**config.mk**
```make
export PLATFORM = sky130hd
export DESIGN_NAME = example_data_memory_arbiter_flat
export DESIGN_NICKNAME = d
export VERILOG_FILES = /design/src/rtl/example_data_memory_arbiter_if.sv /design/src/rtl/example_data_memory_arbiter.sv /design/src/flat_wrapper.sv
export SDC_FILE = /design/constraint.sdc
export NUM_CORES = 1
export LEC_CHECK = 0
export CAP_MARGIN = 10
export CORE_AREA = 2 2 121 123
export DETAILED_ROUTE_END_ITERATION = 12
export DIE_AREA = 0 0 123 125
export SYNTH_ARGS = -nofsm -noshare
export SYNTH_HDL_FRONTEND = slang
export SYNTH_SLANG_ARGS = --single-unit
```
**constraint.sdc**
```tcl
create_clock -name clock -period 1.8 [get_ports clock]
set_clock_uncertainty 0.15 [all_clocks]
set_input_delay 0.27 -clock clock [delete_from_list [all_inputs] [get_ports clock]]
set_output_delay 0.27 -clock clock [all_outputs]
set_load 0.005 [all_outputs]
```
**src/rtl/example_data_memory_arbiter_if.sv**
```systemverilog
// rtl/example_data_memory_arbiter_if.sv - requester and data memory bus signals for the two-port arbiter
// Lock inputs exist only when DATA_ARB_LOCK_EN is defined.
interface example_data_memory_arbiter_if #(
    parameter int ADDR_WIDTH = 32,
    parameter int DATA_WIDTH = 32
);
    localparam int BE_WIDTH = DATA_WIDTH / 8;

    logic                  p0_req,    p1_req;
    logic [ADDR_WIDTH-1:0] p0_addr,   p1_addr;
    logic                  p0_we,     p1_we;
    logic [BE_WIDTH-1:0]   p0_be,     p1_be;
    logic [DATA_WIDTH-1:0] p0_wdata,  p1_wdata;
    logic                  p0_gnt,    p1_gnt;
    logic                  p0_rvalid, p1_rvalid;
    logic [DATA_WIDTH-1:0] p0_rdata,  p1_rdata;

    logic [ADDR_WIDTH-1:0] mem_address;
    logic                  mem_write_enable;
    logic [BE_WIDTH-1:0]   mem_byte_enable;
    logic [DATA_WIDTH-1:0] mem_write_data;
    logic                  mem_read_enable;
    logic [DATA_WIDTH-1:0] mem_read_data;

`ifdef DATA_ARB_LOCK_EN
    logic                  p0_lock,   p1_lock;

    modport master (
        output p0_req, p0_addr, p0_we, p0_be, p0_wdata, p0_lock,
        output p1_req, p1_addr, p1_we, p1_be, p1_wdata, p1_lock,
        input  p0_gnt, p0_rvalid, p0_rdata, p1_gnt, p1_rvalid, p1_rdata,
        input  mem_address, mem_write_enable, mem_byte_enable, mem_write_data, mem_read_enable,
        output mem_read_data
    );

    modport slave (
        input  p0_req, p0_addr, p0_we, p0_be, p0_wdata, p0_lock,
        input  p1_req, p1_addr, p1_we, p1_be, p1_wdata, p1_lock,
        output p0_gnt, p0_rvalid, p0_rdata, p1_gnt, p1_rvalid, p1_rdata,
        output mem_address, mem_write_enable, mem_byte_enable, mem_write_data, mem_read_enable,
        input  mem_read_data
    );
`else
    modport master (
        output p0_req, p0_addr, p0_we, p0_be, p0_wdata,
        output p1_req, p1_addr, p1_we, p1_be, p1_wdata,
        input  p0_gnt, p0_rvalid, p0_rdata, p1_gnt, p1_rvalid, p1_rdata,
        input  mem_address, mem_write_enable, mem_byte_enable, mem_write_data, mem_read_enable,
        output mem_read_data
    );

    modport slave (
        input  p0_req, p0_addr, p0_we, p0_be, p0_wdata,
        input  p1_req, p1_addr, p1_we, p1_be, p1_wdata,
        output p0_gnt, p0_rvalid, p0_rdata, p1_gnt, p1_rvalid, p1_rdata,
        output mem_address, mem_write_enable, mem_byte_enable, mem_write_data, mem_read_enable,
        input  mem_read_data
    );
`endif
endinterface

```
**src/rtl/example_data_memory_arbiter.sv**
```systemverilog
// rtl/example_data_memory_arbiter.sv - round-robin arbiter of LSU (port 0) and DMA/debug (port 1) onto the data bus
// Optional grant locking is built when DATA_ARB_LOCK_EN is defined.
module example_data_memory_arbiter #(
    parameter int ADDR_WIDTH = 32,
    parameter int DATA_WIDTH = 32
`ifdef DATA_ARB_LOCK_EN
    ,
    parameter int MAX_LOCK_BEATS = 8
`endif
) (
    input  logic                         clock,
    input  logic                         reset,
    example_data_memory_arbiter_if.slave bus
);
    localparam int BE_WIDTH = DATA_WIDTH / 8;

    logic                  w_p0_win, w_p1_win, w_accept, w_sel, w_we, w_tie;
    logic [ADDR_WIDTH-1:0] w_addr;
    logic [BE_WIDTH-1:0]   w_be;
    logic [DATA_WIDTH-1:0] w_wdata;
    logic                  w_p0_rvalid, w_p1_rvalid;
    logic                  r_last_grant, r_rvalid, r_owner;

`ifdef DATA_ARB_LOCK_EN
    localparam int CNT_W = $clog2(MAX_LOCK_BEATS + 1);
    localparam logic [CNT_W-1:0] LAST_CNT = CNT_W'(MAX_LOCK_BEATS - 1);

    typedef enum logic [1:0] {S_OPEN, S_LOCKED0, S_LOCKED1} state_t;

    state_t           r_state, w_state_nxt;
    logic [CNT_W-1:0] r_lock_cnt, w_lock_cnt_nxt;
    logic             w_lock;
`endif

    assign w_tie = bus.p0_req && bus.p1_req;

    // r_last_grant = 1 means port 1 was served last, so port 0 wins a tie.
    always_comb begin
        w_p0_win = bus.p0_req && (!w_tie || r_last_grant);
        w_p1_win = bus.p1_req && (!w_tie || !r_last_grant);
`ifdef DATA_ARB_LOCK_EN
        if (r_state == S_LOCKED0) begin
            w_p0_win = bus.p0_req;
            w_p1_win = 1'b0;
        end else if (r_state == S_LOCKED1) begin
            w_p0_win = 1'b0;
            w_p1_win = bus.p1_req;
        end
`endif
        if (reset) begin
            w_p0_win = 1'b0;
            w_p1_win = 1'b0;
        end
    end

    assign w_accept = w_p0_win || w_p1_win;
    assign w_sel    = w_p1_win;
    assign w_we     = w_sel ? bus.p1_we : bus.p0_we;
    assign w_addr   = w_p0_win ? bus.p0_addr  : (w_p1_win ? bus.p1_addr  : '0);
    assign w_be     = w_p0_win ? bus.p0_be    : (w_p1_win ? bus.p1_be    : '0);
    assign w_wdata  = w_p0_win ? bus.p0_wdata : (w_p1_win ? bus.p1_wdata : '0);

    assign bus.p0_gnt           = w_p0_win;
    assign bus.p1_gnt           = w_p1_win;
    assign bus.mem_address      = w_addr;
    assign bus.mem_byte_enable  = w_be;
    assign bus.mem_write_data   = w_wdata;
    assign bus.mem_read_enable  = w_accept && !w_we;
    assign bus.mem_write_enable = w_accept && w_we;

    always_ff @(posedge clock) begin
        if (reset) begin
            r_last_grant <= 1'b1;
            r_rvalid     <= 1'b0;
            r_owner      <= 1'b0;
        end else begin
            r_rvalid <= w_accept && !w_we;
            if (w_accept) begin
                r_last_grant <= w_sel;
            end
            if (w_accept && !w_we) begin
                r_owner <= w_sel;
            end
        end
    end

    // Gating with reset drops a read whose data would return during reset.
    assign w_p0_rvalid   = r_rvalid && !r_owner && !reset;
    assign w_p1_rvalid   = r_rvalid && r_owner && !reset;
    assign bus.p0_rvalid = w_p0_rvalid;
    assign bus.p1_rvalid = w_p1_rvalid;
    assign bus.p0_rdata  = w_p0_rvalid ? bus.mem_read_data : '0;
    assign bus.p1_rdata  = w_p1_rvalid ? bus.mem_read_data : '0;

`ifdef DATA_ARB_LOCK_EN
    assign w_lock = w_sel ? bus.p1_lock : bus.p0_lock;

    always_comb begin
        w_state_nxt    = r_state;
        w_lock_cnt_nxt = r_lock_cnt;
        if (w_accept) begin
            if (w_lock && (r_lock_cnt < LAST_CNT)) begin
                w_state_nxt    = w_sel ? S_LOCKED1 : S_LOCKED0;
                w_lock_cnt_nxt = r_lock_cnt + CNT_W'(1);
            end else begin
                w_state_nxt    = S_OPEN;
                w_lock_cnt_nxt = '0;
            end
        end
    end

    always_ff @(posedge clock) begin
        if (reset) begin
            r_state    <= S_OPEN;
            r_lock_cnt <= '0;
        end else begin
            r_state    <= w_state_nxt;
            r_lock_cnt <= w_lock_cnt_nxt;
        end
    end
`endif
endmodule

```
**src/flat_wrapper.sv**
```systemverilog
// flat-port wrapper written by rule: the top's interface ports become plain ports
module example_data_memory_arbiter_flat 
#(
    parameter int ADDR_WIDTH = 32,
    parameter int DATA_WIDTH = 32

)
  (clock, reset, bus_p0_req, bus_p0_addr, bus_p0_we, bus_p0_be, bus_p0_wdata, bus_p1_req, bus_p1_addr, bus_p1_we, bus_p1_be, bus_p1_wdata, bus_p0_gnt, bus_p0_rvalid, bus_p0_rdata, bus_p1_gnt, bus_p1_rvalid, bus_p1_rdata, bus_mem_address, bus_mem_write_enable, bus_mem_byte_enable, bus_mem_write_data, bus_mem_read_enable, bus_mem_read_data);
  example_data_memory_arbiter_if #(.ADDR_WIDTH(ADDR_WIDTH), .DATA_WIDTH(DATA_WIDTH)) bus_i ();
  input  logic clock;
  input  logic reset;
  input wire logic [$bits(bus_i.p0_req)-1:0] bus_p0_req;
  input wire logic [$bits(bus_i.p0_addr)-1:0] bus_p0_addr;
  input wire logic [$bits(bus_i.p0_we)-1:0] bus_p0_we;
  input wire logic [$bits(bus_i.p0_be)-1:0] bus_p0_be;
  input wire logic [$bits(bus_i.p0_wdata)-1:0] bus_p0_wdata;
  input wire logic [$bits(bus_i.p1_req)-1:0] bus_p1_req;
  input wire logic [$bits(bus_i.p1_addr)-1:0] bus_p1_addr;
  input wire logic [$bits(bus_i.p1_we)-1:0] bus_p1_we;
  input wire logic [$bits(bus_i.p1_be)-1:0] bus_p1_be;
  input wire logic [$bits(bus_i.p1_wdata)-1:0] bus_p1_wdata;
  output wire logic [$bits(bus_i.p0_gnt)-1:0] bus_p0_gnt;
  output wire logic [$bits(bus_i.p0_rvalid)-1:0] bus_p0_rvalid;
  output wire logic [$bits(bus_i.p0_rdata)-1:0] bus_p0_rdata;
  output wire logic [$bits(bus_i.p1_gnt)-1:0] bus_p1_gnt;
  output wire logic [$bits(bus_i.p1_rvalid)-1:0] bus_p1_rvalid;
  output wire logic [$bits(bus_i.p1_rdata)-1:0] bus_p1_rdata;
  output wire logic [$bits(bus_i.mem_address)-1:0] bus_mem_address;
  output wire logic [$bits(bus_i.mem_write_enable)-1:0] bus_mem_write_enable;
  output wire logic [$bits(bus_i.mem_byte_enable)-1:0] bus_mem_byte_enable;
  output wire logic [$bits(bus_i.mem_write_data)-1:0] bus_mem_write_data;
  output wire logic [$bits(bus_i.mem_read_enable)-1:0] bus_mem_read_enable;
  input wire logic [$bits(bus_i.mem_read_data)-1:0] bus_mem_read_data;
  assign bus_i.p0_req = bus_p0_req;
  assign bus_i.p0_addr = bus_p0_addr;
  assign bus_i.p0_we = bus_p0_we;
  assign bus_i.p0_be = bus_p0_be;
  assign bus_i.p0_wdata = bus_p0_wdata;
  assign bus_i.p1_req = bus_p1_req;
  assign bus_i.p1_addr = bus_p1_addr;
  assign bus_i.p1_we = bus_p1_we;
  assign bus_i.p1_be = bus_p1_be;
  assign bus_i.p1_wdata = bus_p1_wdata;
  assign bus_p0_gnt = bus_i.p0_gnt;
  assign bus_p0_rvalid = bus_i.p0_rvalid;
  assign bus_p0_rdata = bus_i.p0_rdata;
  assign bus_p1_gnt = bus_i.p1_gnt;
  assign bus_p1_rvalid = bus_i.p1_rvalid;
  assign bus_p1_rdata = bus_i.p1_rdata;
  assign bus_mem_address = bus_i.mem_address;
  assign bus_mem_write_enable = bus_i.mem_write_enable;
  assign bus_mem_byte_enable = bus_i.mem_byte_enable;
  assign bus_mem_write_data = bus_i.mem_write_data;
  assign bus_mem_read_enable = bus_i.mem_read_enable;
  assign bus_i.mem_read_data = bus_mem_read_data;
  example_data_memory_arbiter #(.ADDR_WIDTH(ADDR_WIDTH), .DATA_WIDTH(DATA_WIDTH)) u_core (.clock(clock), .reset(reset), .bus(bus_i));
endmodule
```
==> results of run 1 <==
routing by layer:
metal | GRT usage | vias to the layer above | wire length, um
met2 | 0.2626 | 162 | 6741
met1 | 0.1894 | 1373 | 5363
met5 | 0 | - | 0
met4 | 0.02406 | 0 | 125
li1 | - | 1382 | -
met3 | 0.02144 | 14 | 1310
kinds of logic after synthesis:
| family | count (synthesis) | synth area share |
|---|---|---|
| AND/OR/NAND/NOR | 79 | 0.3856 |
| AO/OA/AOI/OAI | 74 | 0.4885 |
| flip-flops | 3 | 0.04616 |
| buffers and inverters | 20 | 0.07980 |
Yosys cell counts (all sizes together):
master and n:
a22o 68, and2 65, buf 14, clkbuf 6, and3b 3, dfxtp 3, nor2b 3, o21bai 3
nor2 2, nor3b 2, a21oi 1, a22oi 1, nand2 1, nand2b 1, nand3 1, nor3 1
o21ai 1
power breakdown:
part / total [mW] / switching, mW / internal, mW
clock: 0.350 / 0.0581 / 0.292
combinational: 1.05 / 0.338 / 0.712
sequential: 0.0753 / 0.00422 / 0.0710
total: 1.48 / 0.401 / 1.07
state kept, by name (all words and copies together) (netlist names):
| signal | flops |
|---|---|
| u_core.r_last_grant | 1 |
| u_core.r_owner | 1 |
| u_core.r_rvalid | 1 |
timing repair:
| action | CTS | global route |
|---|---|---|
| cloned | 18 | 8 |
| hold buffers | 0 | 0 |
| setup buffers | 28 | 5 |
| pin swaps | 52 | 60 |
| endpoints found under the hold margin | 0 | 0 |
| endpoints found under the setup margin | 138 | 128 |
| gates resized for setup | 576 | 91 |
layout by cell type (no fill, tap or decap), drive strengths merged, types with 2 or more instances in the layout:
cell | netlist | routed
and2 | 65 | 65
nor2b | 3 | 3
clkdlybuf4s15 | 0 | 3
and3b | 3 | 3
a22o | 68 | 68
nor3b | 2 | 2
nor2 | 2 | 2
clkdlybuf4s50 | 0 | 170
clkbuf | 6 | 26
dfxtp | 3 | 3
buf | 14 | 174
o21bai | 3 | 3
per-stage QoR:
stage | power, mW | hold slack, ps | setup slack, ps | setup TNS, ps
final | 1.476 | 227.5 | -183.5 | -8571
after global routing | 1.556 | 244.5 | -252.1 | -14340
after CTS | 1.459 | 228.1 | -243.7 | -11660
after detailed placement | 0.9740 | 381.9 | -813.1 | -96030
after global placement | 0.9691 | 379.6 | -794.6 | -92490
after floorplan | 0.2846 | 199.3 | 260.0 | 0
path summary, 6_finish.rpt:
kind,from,endpoint,slack (ps),depth (start not counted)
worst min register to register,u_core.r_last_grant,u_core.r_last_grant,390,2
worst max-delay path,bus_p1_req,bus_mem_write_data[26],-180,9
worst max register to register,u_core.r_last_grant,u_core.r_rvalid,630,4
worst min-delay path,reset,u_core.r_owner,230,3
area by class of cell:
type,instances,area share
timing repair buffer,370,0.6897
multi-input combinational,153,0.2396
tap,184,0.04336
clock buffer,4,0.01484
sequential,3,0.01249
critical path, cell delays in order:
cell and delay [ps]:
clkdlybuf4s15_1 220, nor2b_4 150, nor3b_4 210, buf_6 150, buf_8 130, buf_16 130
buf_12 100, a22o_1 110, buf_2 100
==> metrics.yaml, run 1 <==
num-nets-final: 705
routed_wl_mm: 13.54
groute.usage.overall: 0.1475
cts_max_level: 1
cts_made_buffers: 3
std_cell_rows: 44
ios: 312
cp.arrival_ps: 1560
area_growth_syn_to_layout_pct: 308.1
max-vdd-ir-drop_mv: 0.3467
wl_per_cell_um: 18.96
place_hpwl_mm: 7.907
initial_core_util: 0.09161
end_kind: "primary output"
leakage_nw: 2.527
drv_cap: 0
yosysUniqueCellTypes: 21
place_inst: 661
crit_required_ps: 1380
antenna_found_initial: 0
syn_area_per_cell_um2: 7.393
cts_buffer_depth: 2
status: "finished with violations"
timing.final.ws_setup_ps: -183.5
synth_nets: 350
ant_nets: 0
stdcell_count: 714
insertion_delay_ps: 220
n_antenna_cell: 0
grt.overflow.total: 0
die_area_mm2: 0.01538
utilization: 0.3739
power_density_mw_per_mm2: 277.9
core_mm2: 0.01420
place_congestion: 0.8683
fillers: 1453
grt_max_degree: 36
seqCellArea_um2: 66.31
cts.sinks: 3
hp-class: "in -> reg"
hold_violations: 0
grt_first_pass_wirelength_mm: 17.33
die_w_um: 123
worstSetupPathType: "in -> out"
relSlewSlack: 0.8198
port_buffers: 311
fmax_mhz: 504.2
dr.pass1.iters: 4
synth_top_area_frac: 0.4577
synth_seq_cells: 3
crit_path_start_kind: "input port"
ys_warn_count: 0
drtIter0Drc: 99
place_area_mm2: 0.004682
via_per_inst: 4.105
layout-drive-gt1-share: 0.4585
syn_inst: 176
rsz0062_at_grt: "yes"
first_global_vias: 2890
die_h_um: 125
cts_tree: "done"
cts_root_buf: "clkbuf_16"
synth_area_leader_cell: "a22o_1"
postLayoutCellArea_mm2: 0.005310
yosysSeqAreaShare: 0.04615
maxSlewViolCount: 0
violations: "setup timing"
drc: 0
cp_max_fo: 4
multiInputGateArea_mm2: 0.001272
ys_top_cells_by_area: "a22o_1 (46%), and2_1 (31%), dfxtp_1 (4.6%), buf_2 (4.2%), and3b_1 (2.0%)"
worstMarginPinSlew_ps: 270.0
mappedNetlistArea_mm2: 0.001301
setup_violations: 98
clk_pin_slew_ps: 30
min_period_ps: 1983
min_period_over_period: 1.102
vias: 2931
Note: power is estimated with default switching activity, not from simulation.
==> run 2, diff against run 1 <==
--- a/config.mk
+++ b/config.mk
@@ -5,7 +5,7 @@
 export SDC_FILE = /design/constraint.sdc
 export NUM_CORES = 1
 export LEC_CHECK = 0
-export CAP_MARGIN = 10
+export CAP_MARGIN = 5
 export CORE_AREA = 2 2 121 123
 export DETAILED_ROUTE_END_ITERATION = 12
 export DIE_AREA = 0 0 123 125
==> results of run 2 <==
Final layout, timing and power as in run 1 (identical DEF).
==> run 3, diff against run 2 <==
--- a/config.mk
+++ b/config.mk
@@ -12,3 +12,4 @@
 export SYNTH_ARGS = -nofsm -noshare
 export SYNTH_HDL_FRONTEND = slang
 export SYNTH_SLANG_ARGS = --single-unit
+export TNS_END_PERCENT = 100
==> results of run 3 <==
Final layout, timing and power as in run 1 (identical DEF).
